--- src/rtl/proc_peak_search_if.sv ---
// proc_peak_search_if: frame control, sample beat and result handshakes for proc_peak_search.
// Optional build macro PROC_PEAK_MIN_EN adds the frame-minimum result signals.
interface proc_peak_search_if #(
  parameter int NDATA     = 128,
  parameter int NDATA_LOG = $clog2(NDATA),
  parameter int WIDTH     = NDATA_LOG + 1,
  parameter int NLANE     = 4
);
  logic                   start;
  logic [NLANE*WIDTH-1:0] din;
  logic                   dinValid;
  logic                   dinReady;
  logic [NDATA_LOG-1:0]   dout;
  logic [WIDTH-1:0]       doutVal;
  logic                   doutValid;
  logic                   doutReady;
  logic                   busy;
`ifdef PROC_PEAK_MIN_EN
  logic [NDATA_LOG-1:0]   doutMin;
  logic [WIDTH-1:0]       doutMinVal;

  modport master (output start, din, dinValid, doutReady,
                  input  dinReady, dout, doutVal, doutValid, busy, doutMin, doutMinVal);
  modport slave  (input  start, din, dinValid, doutReady,
                  output dinReady, dout, doutVal, doutValid, busy, doutMin, doutMinVal);
`else
  modport master (output start, din, dinValid, doutReady,
                  input  dinReady, dout, doutVal, doutValid, busy);
  modport slave  (input  start, din, dinValid, doutReady,
                  output dinReady, dout, doutVal, doutValid, busy);
`endif
endinterface

--- src/rtl/proc_peak_search.sv ---
// proc_peak_search: streaming arg-max over a frame of NDATA samples, NLANE per beat.
// Stage 1 reduces each accepted beat with a lane tree; stage 2 keeps a running max over the frame.
// Ties always resolve to the lower sample index.
// Optional build macro PROC_PEAK_MIN_EN tracks the frame minimum alongside the maximum.
//
// state | meaning
// IDLE  | waiting for start, result registers hold the previous frame
// RUN   | accepting beats (dinReady=1)
// FLUSH | last beat in stage 1, folding it into the accumulator
// DONE  | result valid, waiting for doutReady
module proc_peak_search #(
  parameter int NDATA     = 128,
  parameter int NDATA_LOG = $clog2(NDATA),
  parameter int WIDTH     = NDATA_LOG + 1,
  parameter int NLANE     = 4
) (
  input logic              clk,
  input logic              rst,
  proc_peak_search_if.slave bus
);
  localparam int LANE_LOG = $clog2(NLANE);
  localparam int NBEAT    = NDATA / NLANE;
  localparam int BEAT_W   = (NBEAT > 1) ? $clog2(NBEAT) : 1;
  localparam int NNODE    = 2 * NLANE - 1;

  typedef enum logic [1:0] {IDLE, RUN, FLUSH, DONE} state_t;

  state_t               state, stateNext;
  logic [BEAT_W-1:0]    beatCnt;
  logic                 accept, lastBeat, first;

  // Tree nodes: heap layout, leaves at NLANE-1.., left child covers lower lanes.
  logic [WIDTH-1:0]     maxV [NNODE];
  logic [NDATA_LOG-1:0] maxI [NNODE];
  logic                 s1Valid;
  logic [WIDTH-1:0]     s1Val, accVal, accValNext;
  logic [NDATA_LOG-1:0] s1Idx, accIdx, accIdxNext;
`ifdef PROC_PEAK_MIN_EN
  logic [WIDTH-1:0]     minV [NNODE];
  logic [NDATA_LOG-1:0] minI [NNODE];
  logic [WIDTH-1:0]     s1MinVal, accMinVal, accMinValNext;
  logic [NDATA_LOG-1:0] s1MinIdx, accMinIdx, accMinIdxNext;
`endif

  assign accept       = (state == RUN) && bus.dinValid;
  assign lastBeat     = (beatCnt == BEAT_W'(NBEAT - 1));
  assign bus.dinReady = (state == RUN);
  assign bus.busy     = (state != IDLE);
  assign bus.doutValid = (state == DONE);

  // State register
  always_ff @(posedge clk or posedge rst) begin
    if (rst) state <= IDLE;
    else     state <= stateNext;
  end

  // Next-state logic
  always_comb begin
    stateNext = state;
    case (state)
      IDLE:    if (bus.start) stateNext = RUN;
      RUN:     if (accept && lastBeat) stateNext = FLUSH;
      FLUSH:   stateNext = DONE;
      DONE:    if (bus.doutReady) stateNext = IDLE;
      default: stateNext = IDLE;
    endcase
  end

  // Beat counter: cleared on start, advances on accepted beats, wraps at frame end
  always_ff @(posedge clk or posedge rst) begin
    if (rst) beatCnt <= '0;
    else if (state == IDLE && bus.start) beatCnt <= '0;
    else if (accept) beatCnt <= lastBeat ? '0 : beatCnt + BEAT_W'(1);
  end

  // Lane tree over the current beat; right child wins only when strictly better
  always_comb begin
    for (int n = 0; n < NNODE; n++) begin
      maxV[n] = '0;
      maxI[n] = '0;
`ifdef PROC_PEAK_MIN_EN
      minV[n] = '0;
      minI[n] = '0;
`endif
    end
    for (int k = 0; k < NLANE; k++) begin
      maxV[NLANE-1+k] = bus.din[k*WIDTH +: WIDTH];
      maxI[NLANE-1+k] = (NDATA_LOG'(beatCnt) << LANE_LOG) | NDATA_LOG'(k);
`ifdef PROC_PEAK_MIN_EN
      minV[NLANE-1+k] = bus.din[k*WIDTH +: WIDTH];
      minI[NLANE-1+k] = (NDATA_LOG'(beatCnt) << LANE_LOG) | NDATA_LOG'(k);
`endif
    end
    for (int i = NLANE - 2; i >= 0; i--) begin
      if (maxV[2*i+2] > maxV[2*i+1]) begin
        maxV[i] = maxV[2*i+2];
        maxI[i] = maxI[2*i+2];
      end else begin
        maxV[i] = maxV[2*i+1];
        maxI[i] = maxI[2*i+1];
      end
`ifdef PROC_PEAK_MIN_EN
      if (minV[2*i+2] < minV[2*i+1]) begin
        minV[i] = minV[2*i+2];
        minI[i] = minI[2*i+2];
      end else begin
        minV[i] = minV[2*i+1];
        minI[i] = minI[2*i+1];
      end
`endif
    end
  end

  // Stage 1 register: per-beat winner
  always_ff @(posedge clk or posedge rst) begin
    if (rst) begin
      s1Valid <= 1'b0;
      s1Val   <= '0;
      s1Idx   <= '0;
`ifdef PROC_PEAK_MIN_EN
      s1MinVal <= '0;
      s1MinIdx <= '0;
`endif
    end else begin
      s1Valid <= accept;
      if (accept) begin
        s1Val <= maxV[0];
        s1Idx <= maxI[0];
`ifdef PROC_PEAK_MIN_EN
        s1MinVal <= minV[0];
        s1MinIdx <= minI[0];
`endif
      end
    end
  end

  // Stage 2 merge: earlier beats keep ties
  always_comb begin
    accValNext = accVal;
    accIdxNext = accIdx;
    if (s1Valid && (first || s1Val > accVal)) begin
      accValNext = s1Val;
      accIdxNext = s1Idx;
    end
`ifdef PROC_PEAK_MIN_EN
    accMinValNext = accMinVal;
    accMinIdxNext = accMinIdx;
    if (s1Valid && (first || s1MinVal < accMinVal)) begin
      accMinValNext = s1MinVal;
      accMinIdxNext = s1MinIdx;
    end
`endif
  end

  // Accumulator: cleared on start, first-flag seeds the minimum from beat 0
  always_ff @(posedge clk or posedge rst) begin
    if (rst) begin
      accVal <= '0;
      accIdx <= '0;
      first  <= 1'b0;
`ifdef PROC_PEAK_MIN_EN
      accMinVal <= '0;
      accMinIdx <= '0;
`endif
    end else if (state == IDLE && bus.start) begin
      accVal <= '0;
      accIdx <= '0;
      first  <= 1'b1;
`ifdef PROC_PEAK_MIN_EN
      accMinVal <= '0;
      accMinIdx <= '0;
`endif
    end else begin
      accVal <= accValNext;
      accIdx <= accIdxNext;
      if (s1Valid) first <= 1'b0;
`ifdef PROC_PEAK_MIN_EN
      accMinVal <= accMinValNext;
      accMinIdx <= accMinIdxNext;
`endif
    end
  end

  // Result registers: loaded once per frame, held until the next frame completes
  always_ff @(posedge clk or posedge rst) begin
    if (rst) begin
      bus.dout    <= '0;
      bus.doutVal <= '0;
`ifdef PROC_PEAK_MIN_EN
      bus.doutMin    <= '0;
      bus.doutMinVal <= '0;
`endif
    end else if (state == FLUSH) begin
      bus.dout    <= accIdxNext;
      bus.doutVal <= accValNext;
`ifdef PROC_PEAK_MIN_EN
      bus.doutMin    <= accMinIdxNext;
      bus.doutMinVal <= accMinValNext;
`endif
    end
  end
endmodule

--- src/flat_wrapper.sv ---
// flat-port wrapper written by rule: the top's interface ports become plain ports
module proc_peak_search_flat 
#(
  parameter int NDATA     = 128,
  parameter int NDATA_LOG = $clog2(NDATA),
  parameter int WIDTH     = NDATA_LOG + 1,
  parameter int NLANE     = 4
)
  (clk, rst, bus_start, bus_din, bus_dinValid, bus_doutReady, bus_dinReady, bus_dout, bus_doutVal, bus_doutValid, bus_busy);
  proc_peak_search_if #(.NDATA(NDATA), .NDATA_LOG(NDATA_LOG), .WIDTH(WIDTH), .NLANE(NLANE)) bus_i ();
  input logic clk;
  input logic rst;
  input wire logic [$bits(bus_i.start)-1:0] bus_start;
  input wire logic [$bits(bus_i.din)-1:0] bus_din;
  input wire logic [$bits(bus_i.dinValid)-1:0] bus_dinValid;
  input wire logic [$bits(bus_i.doutReady)-1:0] bus_doutReady;
  output wire logic [$bits(bus_i.dinReady)-1:0] bus_dinReady;
  output wire logic [$bits(bus_i.dout)-1:0] bus_dout;
  output wire logic [$bits(bus_i.doutVal)-1:0] bus_doutVal;
  output wire logic [$bits(bus_i.doutValid)-1:0] bus_doutValid;
  output wire logic [$bits(bus_i.busy)-1:0] bus_busy;
  assign bus_i.start = bus_start;
  assign bus_i.din = bus_din;
  assign bus_i.dinValid = bus_dinValid;
  assign bus_i.doutReady = bus_doutReady;
  assign bus_dinReady = bus_i.dinReady;
  assign bus_dout = bus_i.dout;
  assign bus_doutVal = bus_i.doutVal;
  assign bus_doutValid = bus_i.doutValid;
  assign bus_busy = bus_i.busy;
  proc_peak_search #(.NDATA(NDATA), .NDATA_LOG(NDATA_LOG), .WIDTH(WIDTH), .NLANE(NLANE)) u_core (.clk(clk), .rst(rst), .bus(bus_i));
endmodule
--- config.mk ---
export PLATFORM = sky130hd
export DESIGN_NAME = proc_peak_search_flat
export DESIGN_NICKNAME = d
export VERILOG_FILES = /design/src/rtl/proc_peak_search_if.sv /design/src/rtl/proc_peak_search.sv /design/src/flat_wrapper.sv
export SDC_FILE = /design/constraint.sdc
export NUM_CORES = 1
export LEC_CHECK = 0
export BUFFER_PORTS_ARGS = -buffer_cell sky130_fd_sc_hd__buf_2
export CAP_MARGIN = 20
export CORE_MARGIN = 2
export CORE_UTILIZATION = 56
export CTS_CLUSTER_SIZE = 40
export DETAILED_ROUTE_END_ITERATION = 7
export PLACE_DENSITY = 0.89
export SETUP_SLACK_MARGIN = 0.3
export SLEW_MARGIN = 0
export SYNTH_ARGS = -nofsm -noshare
export SYNTH_HDL_FRONTEND = slang
export SYNTH_SLANG_ARGS = --single-unit
export TNS_END_PERCENT = 100
--- constraint.sdc ---
create_clock -name clk -period 2.93 [get_ports clk]
set_input_delay 0.586 -clock clk [delete_from_list [all_inputs] [get_ports clk]]
set_output_delay 0.586 -clock clk [all_outputs]
set_load 0.03 [all_outputs]
==> run_results.csv <==
group,metric,value,unit
outcome,status,"complete, but fails checks",
outcome,violations,"negative setup slack",
place,dp.cells,490,
timing,fin_ws,-0.732,ns
global_routing,busiest_layer,"met2",
logic_synthesis,synth.avg_cell_area,9.62,µm²
critical_path,required,3.17,ns
critical_path,crit_fanout,5,
floorplan,fp.dieH,79.5,µm
critical_path,cp-end-kind,"flop",
timing,timing.final.setup_violations,10,
floorplan,std_cell_rows,27,
final_layout,final_common_cell,"buf_4",
clock_tree,cts_root_buf,"clkbuf_8",
final_layout,nNetsFinal,520,
clock_tree,cts_tree,"done",
logic_synthesis,ys_warn_count,0,
logic_synthesis,synth_nets,408,
route,wire_per_inst,19.0,µm
timing,fin_skew,0.0145,ns
clock_tree,cts_buffers,5,
logic_synthesis,yosys.cell_types.count,35,
place,globalplace.congestion,0.811,
global_routing,use_met1,31.9,%
hold_path,min_path_type,"primary input to async pin",
timing,max_slew_margin,47.7,%
global_routing,antenna_found_initial,0,
logic_synthesis,yosysTopAreaCellShare,42.3,%
logic_synthesis,ys_seq_area_share,42.3,%
clock_tree,clk-insertion-delay-late,0.33,ns
global_routing,grt_pass1_vias,2884,
final_layout,fillers,270,
timing,tightest_slew,0.784,ns
clock_tree,clkTransAtPathRegs,0.11,ns
final_layout,final_cell_area,4560,µm²
global_routing,track_usage,26.6,%
place,hpwl,5.55,mm
place,port-buffer-count,54,
route,viasPerCell,5.96,
critical_path,crit_type,"primary input to flop",
logic_synthesis,syn_area,3190,µm²
global_routing,grt_util_met2,48.2,%
place,pre_cts_ws,-0.869,ns
power_and_ir_drop,ir_drop,0.563,mV
floorplan,start_util,58.0,%
route,wl,9.81,mm
timing,finalHoldViolations,0,
route,remaining_drc_errors,0,
timing,final_max_slew_viol_count,0,
final_layout,drive_gt1_share,42.2,%
logic_synthesis,synth_cells,332,
global_routing,grt_max_degree,32,
timing,fin_crit_sh,125,%
route,via_count,3083,
logic_synthesis,async_reset_ff_share,100,%
route,drt_iter0_markers,179,
logic_synthesis,synth_area_leaders,"dfrtp_1, ha_1, mux2i_1",
power_and_ir_drop,leakage,2.33,nW
clock_tree,clkSinkCount,54,
timing,period_minus_slack,3.66,ns
route,postRouteAntennaNets,0,
timing,timing.fmax,273,MHz
final_layout,syn2layout_area_growth,42.8,%
global_routing,grt_use_met3,3.73,%
logic_synthesis,synth_edf_count,0,
final_layout,layout_common_cells,"buf_4, dfrtp_1, buf_2",
logic_synthesis,ys_seq_elements,54,
route,drtPass1Iterations,5,
logic_synthesis,yosysTopAreaCell,"dfrtp_1",
timing,rsz0062_at_grt,"yes",
power_and_ir_drop,powerDensity,809,nW/µm²
clock_tree,h-tree-depth,2,
place,placed_area,3920,µm²
flow_run,cap_violations,0,
final_layout,final_cells,517,
final_layout,final_util,82.8,%
floorplan,die_w,79.5,µm
critical_path,cp-start-kind,"primary input",
final_layout,antennaDiodeCount,0,
critical_path,critical_path_arrival,3.91,ns
clock_tree,cts_buffer_depth,2,
floorplan,core_area,5510,µm²
global_routing,gr-total-overflow,0,
logic_synthesis,yosys_most_used_dff,"dfrtp_1",
floorplan,die_area,6320,µm²
floorplan,ios,55,
global_routing,grt_pass1_wl,13.2,mm
## flip-flops by register name, summed over array words and instances (netlist names)
| signal | count |
|---|---|
| u_core.beatCnt | 5 |
| u_core.state | 2 |
| u_core.bus.dout | 7 |
| u_core.first | 1 |
| u_core.s1Idx | 7 |
| u_core.s1Val | 8 |
| u_core.s1Valid | 1 |
| u_core.accVal | 8 |
| u_core.bus.doutVal | 8 |
| u_core.accIdx | 7 |
## final cells by class
cell class,count,area [µm²],share of cell area [%]
flip-flops and latches,54,1350,29.6
clock buffers,5,68.8,1.51
well taps,72,90.1,1.98
clock inverters,3,26.3,0.576
repair buffers,115,801,17.6
inverters,39,154,3.38
multi-input cells,229,2070,45.4
## repair_timing
item,CTS,global route
endpoints found under the hold margin,0,0
cloned,2,0
endpoints found under the setup margin,10,10
gates resized for setup,32,42
buffers inserted,8,9
pin swaps,19,16
hold buffers,0,0
## Yosys cell counts, drive strengths merged (2+ instances only)
master,n
a21o,2
nor2,36
clkbuf,8
o221ai,8
ha,39
dfrtp,54
nor3,3
mux2i,31
and2,2
buf,3
a211oi,3
a21oi,29
or2,3
inv,38
nor2b,5
o31ai,3
nand2,34
o21ai,10
o211ai,3
nand4,8
## stage by stage
stage                     hold WS (ns)  setup TNS (ns)  total power, mW
after floorplan                  0.445           -3.14             2.40
after global placement           0.464           -6.38             2.77
after global routing             0.312           -7.15             3.91
after CTS                        0.296           -3.04             3.41
final                            0.264           -6.28             3.69
after detailed placement         0.465           -8.12             2.89
## power breakdown
| part | leakage, nW | switching [mW] | total (mW) | internal [mW] |
|---|---|---|---|---|
| clock network | 0.0491 | 0.272 | 0.449 | 0.176 |
| registers | 0.694 | 0.208 | 1.24 | 1.03 |
| logic | 1.59 | 1.20 | 2.01 | 0.805 |
| total | 2.33 | 1.68 | 3.69 | 2.01 |
## worst max-delay path: stages
cell and delay, ns:
buf_8 0.11, ha_4 0.24, nor2b_1 0.13, o211ai_1 0.23
a21oi_1 0.12, o31ai_2 0.36, buf_6 0.21, mux2i_4 0.32
ha_4 0.26, a211oi_4 0.28, nor2_4 0.08, nor4bb_4 0.32
or2_4 0.19, mux2_4 0.30, o21ai_2 0.17
## worst paths after layout
path,startpoint,end,slack [ns],depth (start not counted)
max in group asynchronous,rst,u_core.s1Idx[0]$_DFFE_PP0P_,1.90,3
min in group clk,u_core.s1Idx[6]$_DFFE_PP0P_,u_core.s1Idx[6]$_DFFE_PP0P_,0.51,2
max,bus_din[9],u_core.s1Idx[0]$_DFFE_PP0P_,-0.73,15
min,rst,u_core.accIdx[2]$_DFF_PP0_,0.26,2
max reg2reg,u_core.s1Val[1]$_DFFE_PP0P_,u_core.bus.doutVal[6]$_DFFE_PP0P_,0.67,8
min reg2reg,u_core.s1Idx[6]$_DFFE_PP0P_,u_core.s1Idx[6]$_DFFE_PP0P_,0.51,2
## routing by layer
metal | vias up | wire length (µm)
li1 | 1375 | -
met1 | 1493 | 3860
met2 | 172 | 4990
met3 | 43 | 520
met4 | 0 | 446
met5 | - | 0
## cell families after synthesis
family / synth area share, %
buf+inv: 6.19
simple gates: 13.7
mux: 10.1
fa+ha+maj: 15.3
flops: 42.3
compound gates: 12.4
Note: power is estimated with default switching activity, not from simulation.
